## config.mk

```make
export PLATFORM = sky130hd
export DESIGN_NAME = issue_scheduler
export DESIGN_NICKNAME = d
export VERILOG_FILES = /design/src/rtl/issue_scheduler.sv
export SDC_FILE = /design/constraint.sdc
export NUM_CORES = 1
export LEC_CHECK = 0
export CORE_MARGIN = 1
export CORE_UTILIZATION = 50
export DETAILED_ROUTE_END_ITERATION = 10
export GPL_TIMING_DRIVEN = 0
export MAX_ROUTING_LAYER = met4
export PLACE_DENSITY = 0.71
export SLEW_MARGIN = 20
export SYNTH_ARGS = -nofsm -noshare
export SYNTH_HDL_FRONTEND = slang
export SYNTH_SLANG_ARGS = --single-unit
```

## constraint.sdc

```tcl
create_clock -name clk -period 4 [get_ports clk]
set_input_delay 0.6 -clock clk [delete_from_list [all_inputs] [get_ports clk]]
set_output_delay 0.6 -clock clk [all_outputs]
set_load 0.1 [all_outputs]
```

## src/rtl/issue_scheduler.sv

```systemverilog
// issue_scheduler: compacting oldest-ready-first issue queue with writeback tag wakeup
package issue_scheduler_pkg;
    typedef struct packed {
        logic       instr_valid;
        logic [7:0] opcode;
        logic [6:0] rob_idx;
        logic [5:0] dst_preg;
        logic [5:0] src1_preg;
        logic [5:0] src2_preg;
    } disp_packet_t;
endpackage

module issue_scheduler
    import issue_scheduler_pkg::*;
#(
    parameter int DEPTH    = 8,
    parameter int WB_PORTS = 2,
    parameter int PREG_W   = 6
) (
    input  logic                         clk,
    input  logic                         rst,
    input  logic                         flush,
    input  logic                         disp_valid,
    output logic                         disp_ready,
    input  disp_packet_t                 disp_pkt,
    input  logic                         disp_src1_rdy,
    input  logic                         disp_src2_rdy,
    input  logic [WB_PORTS-1:0]          wb_valid,
    input  logic [WB_PORTS*PREG_W-1:0]   wb_preg,
    output logic                         fire_valid,
    output disp_packet_t                 sched_pkt,
    output logic [$clog2(DEPTH+1)-1:0]   occupancy
);
    localparam int OW = $clog2(DEPTH + 1);
    localparam int IW = $clog2(DEPTH);

    disp_packet_t     pkt_q [DEPTH];
    disp_packet_t     pkt_d [DEPTH];
    logic [DEPTH-1:0] rdy1_q, rdy1_d, rdy2_q, rdy2_d;
    logic [OW-1:0]    occ_q, occ_d, slot;
    logic [IW-1:0]    sel;
    logic             cand, alloc;

    function automatic logic woke(input logic [PREG_W-1:0] tag);
        woke = 1'b0;
        for (int k = 0; k < WB_PORTS; k++)
            woke = woke | (wb_valid[k] && wb_preg[k*PREG_W +: PREG_W] == tag);
    endfunction

    always_comb begin
        int s;
        cand = 1'b0;
        sel  = '0;
        for (int i = DEPTH - 1; i >= 0; i--)
            if (i < int'(occ_q) && rdy1_q[i] && rdy2_q[i]) begin
                cand = 1'b1;
                sel  = IW'(i);
            end
        fire_valid = cand && !rst && !flush;
        sched_pkt  = fire_valid ? pkt_q[sel] : '0;
        disp_ready = (occ_q < OW'(DEPTH)) && !rst;
        alloc      = disp_valid && disp_ready && !flush;
        slot       = occ_q - OW'(fire_valid);
        // entries above the issued slot move down one, picking up this cycle's wakeups
        for (int i = 0; i < DEPTH; i++) begin
            s         = (fire_valid && i >= int'(sel) && i < DEPTH - 1) ? i + 1 : i;
            pkt_d[i]  = pkt_q[s];
            rdy1_d[i] = rdy1_q[s] | woke(pkt_q[s].src1_preg);
            rdy2_d[i] = rdy2_q[s] | woke(pkt_q[s].src2_preg);
            if (alloc && i == int'(slot)) begin
                pkt_d[i]  = disp_pkt;
                rdy1_d[i] = disp_src1_rdy || disp_pkt.src1_preg == '0 || woke(disp_pkt.src1_preg);
                rdy2_d[i] = disp_src2_rdy || disp_pkt.src2_preg == '0 || woke(disp_pkt.src2_preg);
            end
        end
        occ_d = flush ? '0 : occ_q + OW'(alloc) - OW'(fire_valid);
    end

    always_ff @(posedge clk) begin
        if (rst)
            occ_q <= '0;
        else
            occ_q <= occ_d;
    end

    always_ff @(posedge clk) begin
        pkt_q  <= pkt_d;
        rdy1_q <= rdy1_d;
        rdy2_q <= rdy2_d;
    end

    assign occupancy = occ_q;

    a_no_issue_empty: assert property (@(posedge clk) disable iff (rst) fire_valid |-> occ_q != '0);
    a_no_alloc_full:  assert property (@(posedge clk) disable iff (rst) alloc |-> occ_q != OW'(DEPTH));
endmodule

```

==> impl_metrics.tcl, run 1 <==
set metrics [dict create \
    power_frac_seq_pct 35.5 \
    yosysTopAreaCell "edfxtp_1" \
    vias_per_cell 6.47 \
    gr-total-overflow 0 \
    timing.slew.headroom_pct 16.5 \
    die_area_sq_um 36000 \
    netlist_top_cells_count "nand2_1, edfxtp_1, xnor2_1, nor2_1, a21oi_1" \
    multi_input_area_sq_um 10200 \
    p_leak_nw 8.89 \
    tightest_slew_ns 1.25 \
    placedCellCount 2345 \
    synthMuxAreaShare_pct 13.5 \
    status "finished, final reports clean" \
    first_pass_iters 5 \
    hpwl_mm 50.4 \
    worstPathRequired_ns 3.40 \
    areaGrowthSynthToFinish_pct 24.8 \
    syn-cell-area_sq_um 17600 \
    synth_nets 1868 \
    final_nets 2045 \
    grt_pass1_vias 15000 \
    wl_per_cell_um 28.8 \
    ant_nets 0 \
    fin_ws_ns 0.00570 \
    worstSetupPathType "reg -> out" \
    holdPathEnd "pkt_q[234]" \
    avgSynthCellArea_sq_um 9.78 \
    r2r_setup_slack_ns 0.006 \
    powerDensity_nw_per_um2 553 \
    synth_edf_count 188 \
    synth-seq-cells 292 \
    slew_viol_final 0 \
    cts_buffers 35 \
    final-seq-area_sq_um 7740 \
    postSynthCellCount 1803 \
    synth_most_common_cell "nand2_1" \
    cts.sinks 292 \
    p_comb_share_pct 37.7 \
    max_clock_freq_mhz 250 \
    power_mw 12.2 \
    postSynth.asyncResetShare_pct 0 \
    r2r_cells 14 \
    synth_top_cell_area_share_pct 32.0 \
    clockBufferDepth 3 \
    cpPeakStageDelay_ns 0.43 \
    post-place-ws_ns -1.91 \
    fin_cells 2463 \
    clk_pin_slew_ns 0.07 \
    pwr-share-clk_pct 26.8 \
    start_kind "flip-flop" \
    switching_power_mw 4.59 \
    tns_ns 0 \
    start_util_pct 50.9 \
    core_area_sq_um 34600 \
    h-tree-depth 2 \
    synth-seq-area-share_pct 43.8 \
    hold_viol_final 0 \
    post-route-drc-count 0 \
    hp-class "reg -> reg" \
    synth-simple-area-share_pct 16.8 \
    crit_path_end_kind "primary output" \
    grt_pass1_wl_mm 101 \
    synth_top_family_by_area "simple AND/OR/NAND/NOR gates" \
    crit_path_frequent_cell "buf_4" \
    io_pins 94 \
    die_h_um 190 \
    r2r_end "pkt_q[198]" \
    holdPathStages 1 \
    yosys_warnings 0 \
    synth_compound_area_share_pct 10.7 \
    drtIter0Drc 2123 \
    routabilityCongestion 0.986 \
    clk_latency_ns 0.53 \
    grt_max_degree 23 \
    internal_power_mw 7.58 \
    period_share_pct 99.9 \
    arrival_ns 3.39 \
    max-vdd-ir-drop_uv 425 \
    slowest_stage "or3_1" \
    fin_skew_ns 0.0238 \
    synth_cell_types 78 \
    finalWirelength_mm 71.0 \
    grt_use_total_pct 40.3 \
    maxCapViolCount 0 \
    rsz0062_at_grt "yes" \
    drive_gt1_share_pct 19.8 \
    worstHoldStart "pkt_q[200]" \
    path_cells "inv_2 -> ha_1 -> nor3b_2 -> or3_1 -> a31o_2 -> nand2b_1 -> buf_4 -> clkbuf_8 -> mux4_2 -> a22o_1 -> buf_4" \
    period_minus_slack_ns 3.99 \
    path_delay_family "buffers and inverters" \
    antenna_found_initial 1 \
    synth_xor_area_share_pct 10.6 \
    root_buffer "clkbuf_16" \
    num_vias 15900 \
    synth-main-ff-cell "edfxtp_1" \
    die_w_um 190 \
    synthAdderAreaFrac_pct 0.823 \
    cts_tree "built" \
    rows 68 \
    crit_path_max_fanout 10 \
    setup_viol 0 \
    final_util_pct 63.6 \
    reg2reg_from "occupancy[2]" \
    cp_num_buf_inv 4 \
    synth_top_cells_by_area "edfxtp_1, dfxtp_1, xnor2_1" \
    port_buffers 86 \
    sw_frac_of_total_pct 37.7 \
    fillers 2821 \
]
## worst max path at each step
stage                       startpoint            end  slack (ns)  cells past startpoint
after floorplan           occupancy[3]  sched_pkt[12]       -0.19                     10
after global placement             rst  sched_pkt[26]       -1.95                      9
after detailed placement           rst  sched_pkt[26]       -1.91                      9
after CTS                 occupancy[2]  sched_pkt[29]        -0.1                     14
after global routing      occupancy[3]     pkt_q[203]       -0.09                     20
final                     occupancy[3]  sched_pkt[13]       0.006                     11
## what timing repair did
action / 4_1_cts / 5_1_grt
gates cloned: 3 / 3
buffers inserted: 30 / 22
gates resized for setup: 372 / 80
setup endpoints to repair: 477 / 291
hold buffers: 0 / 0
pin swaps: 17 / 14
## through the flow
stage | hold WS, ns | cell area, sq um
2_1_floorplan | 0.503 | 18200
3_3_place_gp | 0.537 | 19700
3_5_place_dp | 0.552 | 19700
4_1_cts | 0.560 | 21700
5_1_grt | 0.589 | 22000
6_report | 0.561 | 22000
## sequential cells by signal, indices dropped and copies added (netlist names)
signal and cells:
pkt_q 272, rdy2_q 8, rdy1_q 8, occupancy 4
## cell families (layout without fill, tap and decap cells)
family / after synthesis / in the layout
multiplexers: 170 / 170
flip-flops: 292 / 292
buffers and inverters: 164 / 364
other: 0 / 1
adder cells (fa/ha/maj): 11 / 11
AO/OA/AOI/OAI: 288 / 288
AND/OR/NAND/NOR: 665 / 669
XOR/XNOR: 213 / 213
## placed cells by master, fill, tap and decap left out, types with 8 or more instances in the layout
master	count
nand2_1	289
edfxtp_1	188
xnor2_1	150
a21oi_1	112
nor2_1	110
mux2i_1	108
dfxtp_1	100
nand3_1	97
buf_4	67
xor2_1	61
o21ai_0	60
clkbuf_1	52
mux4_2	51
clkdlybuf4s50_1	51
a22o_1	39
clkbuf_16	37
nand4_1	36
nor4_1	35
buf_6	29
clkbuf_2	21
buf_12	18
nand2_2	17
buf_1	17
buf_2	16
o221ai_4	15
inv_1	12
clkbuf_8	12
clkbuf_4	11
nand2_8	11
nand2b_1	8
nor3_1	8
## power by group through the flow
stage | clock network [mW] | registers (mW) | logic (mW)
finish | 3.26 | 4.32 | 4.59
global route | 3.36 | 4.34 | 4.82
CTS | 3.24 | 4.27 | 4.41
detailed placement | 0 | 4.33 | 4.08
global placement | 0 | 4.31 | 4.04
floorplan | 0 | 4.11 | 3.08
## routing by layer
layer	track usage [%]	up-vias	share of wire (%)
met1	57.0	7688	40
met2	56.5	1191	42
met5	-	-	0
met4	12.9	0	3.5
li1	-	6894	-
met3	9.94	168	14
## final cells by class
type	instances	area share [%]
multi-input cells	1351	46.1
flip-flops and latches	292	35.2
repair buffers	139	6.51
clock buffers	56	4.85
plain buffers	140	3.96
well taps	455	2.59
inverters	20	0.386
clock inverters	8	0.364
repair inverters	1	0.0341
diodes	1	0.0114
(Power assumes the default switching activity.)
==> run 2, diff against run 1 <==
==> constraint.sdc (replaced) <==
create_clock -name clk -period 4 [get_ports clk]
set_input_delay 0.8 -clock clk [delete_from_list [all_inputs] [get_ports clk]]
set_output_delay 0.8 -clock clk [all_outputs]
set_load 0.1 [all_outputs]
==> run 2 against run 1 <==
The flow now finishes with violations (setup timing). Non-clock buffer count is 3 lower. Sequential power hardly changed. Register-to-register slack better by 0.07 ns.
==> impl_metrics.tcl, run 2 (synthesis gave the netlist of run 1 again) <==
set metrics [dict create \
    cts_tree "built" \
    ant_nets 0 \
    die_area_sq_um 36000 \
    areaGrowthSynthToFinish_pct 28.4 \
    grt_pass1_wl_mm 98.5 \
    grt_max_degree 23 \
    h-tree-depth 2 \
    die_h_um 190 \
    fin_ws_ns -0.161 \
    status "finished, violations left" \
    max_clock_freq_mhz 240 \
    period_share_pct 104 \
    start_util_pct 50.9 \
    drtIter0Drc 2404 \
    final_util_pct 65.4 \
    post-route-drc-count 0 \
    maxCapViolCount 0 \
    num_vias 16200 \
    final_common_cell "nand2_1" \
    arrival_ns 3.36 \
    drive_gt1_share_pct 20.6 \
    layout_common_cells "nand2_1, edfxtp_1, xnor2_1, a21oi_1, nor2_1" \
    first_pass_iters 7 \
    hold_buffers 0 \
    r2r_setup_slack_ns 0.08 \
    crit_path_end_kind "primary output" \
    grt_pass1_vias 15300 \
    cts_buffers 35 \
    antenna_cells 0 \
    grt_use_total_pct 38.5 \
    gr-total-overflow 0 \
    violations "setup timing" \
    crit_path_max_fanout 6 \
    clockBufferDepth 3 \
    worstSetupPathType "reg -> out" \
    hold_viol_final 0 \
    finalWirelength_mm 67.9 \
    tightest_slew_ns 1.23 \
    rows 68 \
    hp-class "reg -> reg" \
    cts.sinks 292 \
    worstPathRequired_ns 3.20 \
    routabilityCongestion 0.991 \
    vias_per_cell 6.60 \
    rsz0062_at_grt "yes" \
    powerDensity_nw_per_um2 553 \
    setup_viol 34 \
    die_w_um 190 \
    top_register "pkt_q" \
    io_pins 94 \
    root_buffer "clkbuf_16" \
    reg_top3 "pkt_q (272), rdy1_q (8), rdy2_q (8)" \
    timing.slew.headroom_pct 17.8 \
    clk_pin_slew_ns 0.06 \
    post-place-ws_ns -2.17 \
    wl_per_cell_um 27.6 \
    slew_viol_final 0 \
    clk_latency_ns 0.53 \
    period_minus_slack_ns 4.16 \
    core_area_sq_um 34600 \
    max-vdd-ir-drop_uv 290 \
    start_kind "flip-flop" \
    port_buffers 86 \
    p_leak_nw 9.14 \
    hpwl_mm 47.9 \
    worst_hold_slack_ns 0.564 \
    largest_register_ffs 272 \
    fin_skew_ns 0.0147 \
    final_nets 2040 \
    antenna_found_initial 0 \
]
## run 2: cell types whose count changed in the layout (fill, tap and decap cells not counted), sizes merged
cell         before  now
clkinv            7   20
buf             150  139
clkbuf          133  124
bufinv            1    6
nand2           324  322
diode             1    0
dlygate4sd2       1    0
## run 2: repair_timing
item | 4_1_cts | 5_1_grt
pin swaps | 24 | 15
resized for setup | 456 | 85
endpoints found under the setup margin | 407 | 298
cloned | 5 | 2
buffers inserted | 30 | 16
## run 2: final timing paths
kind	startpoint	end	cells past startpoint
worst min-delay path	pkt_q[192]	pkt_q[226]	1
worst max-delay path	occupancy[3]	sched_pkt[28]	13
worst min register to register	pkt_q[192]	pkt_q[226]	1
worst max register to register	occupancy[3]	pkt_q[222]	19
## run 2: metal layers
layer	track usage, %	up-vias	wire, um
met5	-	-	0
met4	14.1	0	2690
met3	8.10	209	9140
met2	53.8	1269	28900
met1	54.6	7862	27100
li1	-	6871	-
## run 2: layout make-up
class,instances,area (sq um)
flip-flops and latches,292,7740
multi-input cells,1349,10400
repair buffers,138,1750
well taps,455,569
inverters,20,85.1
clock inverters,26,283
repair inverters,1,7.51
clock buffers,38,918
fillers,2613,12000
plain buffers,138,898
## run 2: per-stage QoR
stage          total power [mW]  instance area (sq um)  cells  TNS, ns
3_5_place_dp               8.34                  19800   2347  -314.66
6_report                   12.5                  22600   2457    -2.18
4_1_cts                    12.3                  22300   2444    -2.30
2_1_floorplan              7.21                  18300   1803    -2.19
5_1_grt                    12.9                  22600   2457    -4.99
3_3_place_gp               8.27                  19800   2344  -328.41
## run 2: report_power, final
part	internal, mW	switching, mW
Combinational	2.10	2.75
Clock	2.05	1.34
Sequential	3.77	0.518
## run 2: worst max-delay path, stage by stage, from the launching register on
cell	delay, ns
dfxtp_4	0.37
inv_2	0.06
ha_4	0.19
buf_6	0.14
buf_6	0.11
nor3_4	0.23
a211oi_4	0.07
o21ai_2	0.14
buf_6	0.16
buf_12	0.15
buf_12	0.15
mux4_2	0.58
a22o_4	0.31
buf_12	0.17
==> run 3, diff against run 2 <==
--- a/config.mk
+++ b/config.mk
@@ -5,7 +5,6 @@
 export SDC_FILE = /design/constraint.sdc
 export NUM_CORES = 1
 export LEC_CHECK = 0
-export CORE_MARGIN = 1
 export CORE_UTILIZATION = 50
 export DETAILED_ROUTE_END_ITERATION = 10
 export GPL_TIMING_DRIVEN = 0
==> results of run 3 <==
The final DEF is identical to that of run 2; final timing and power are the same.
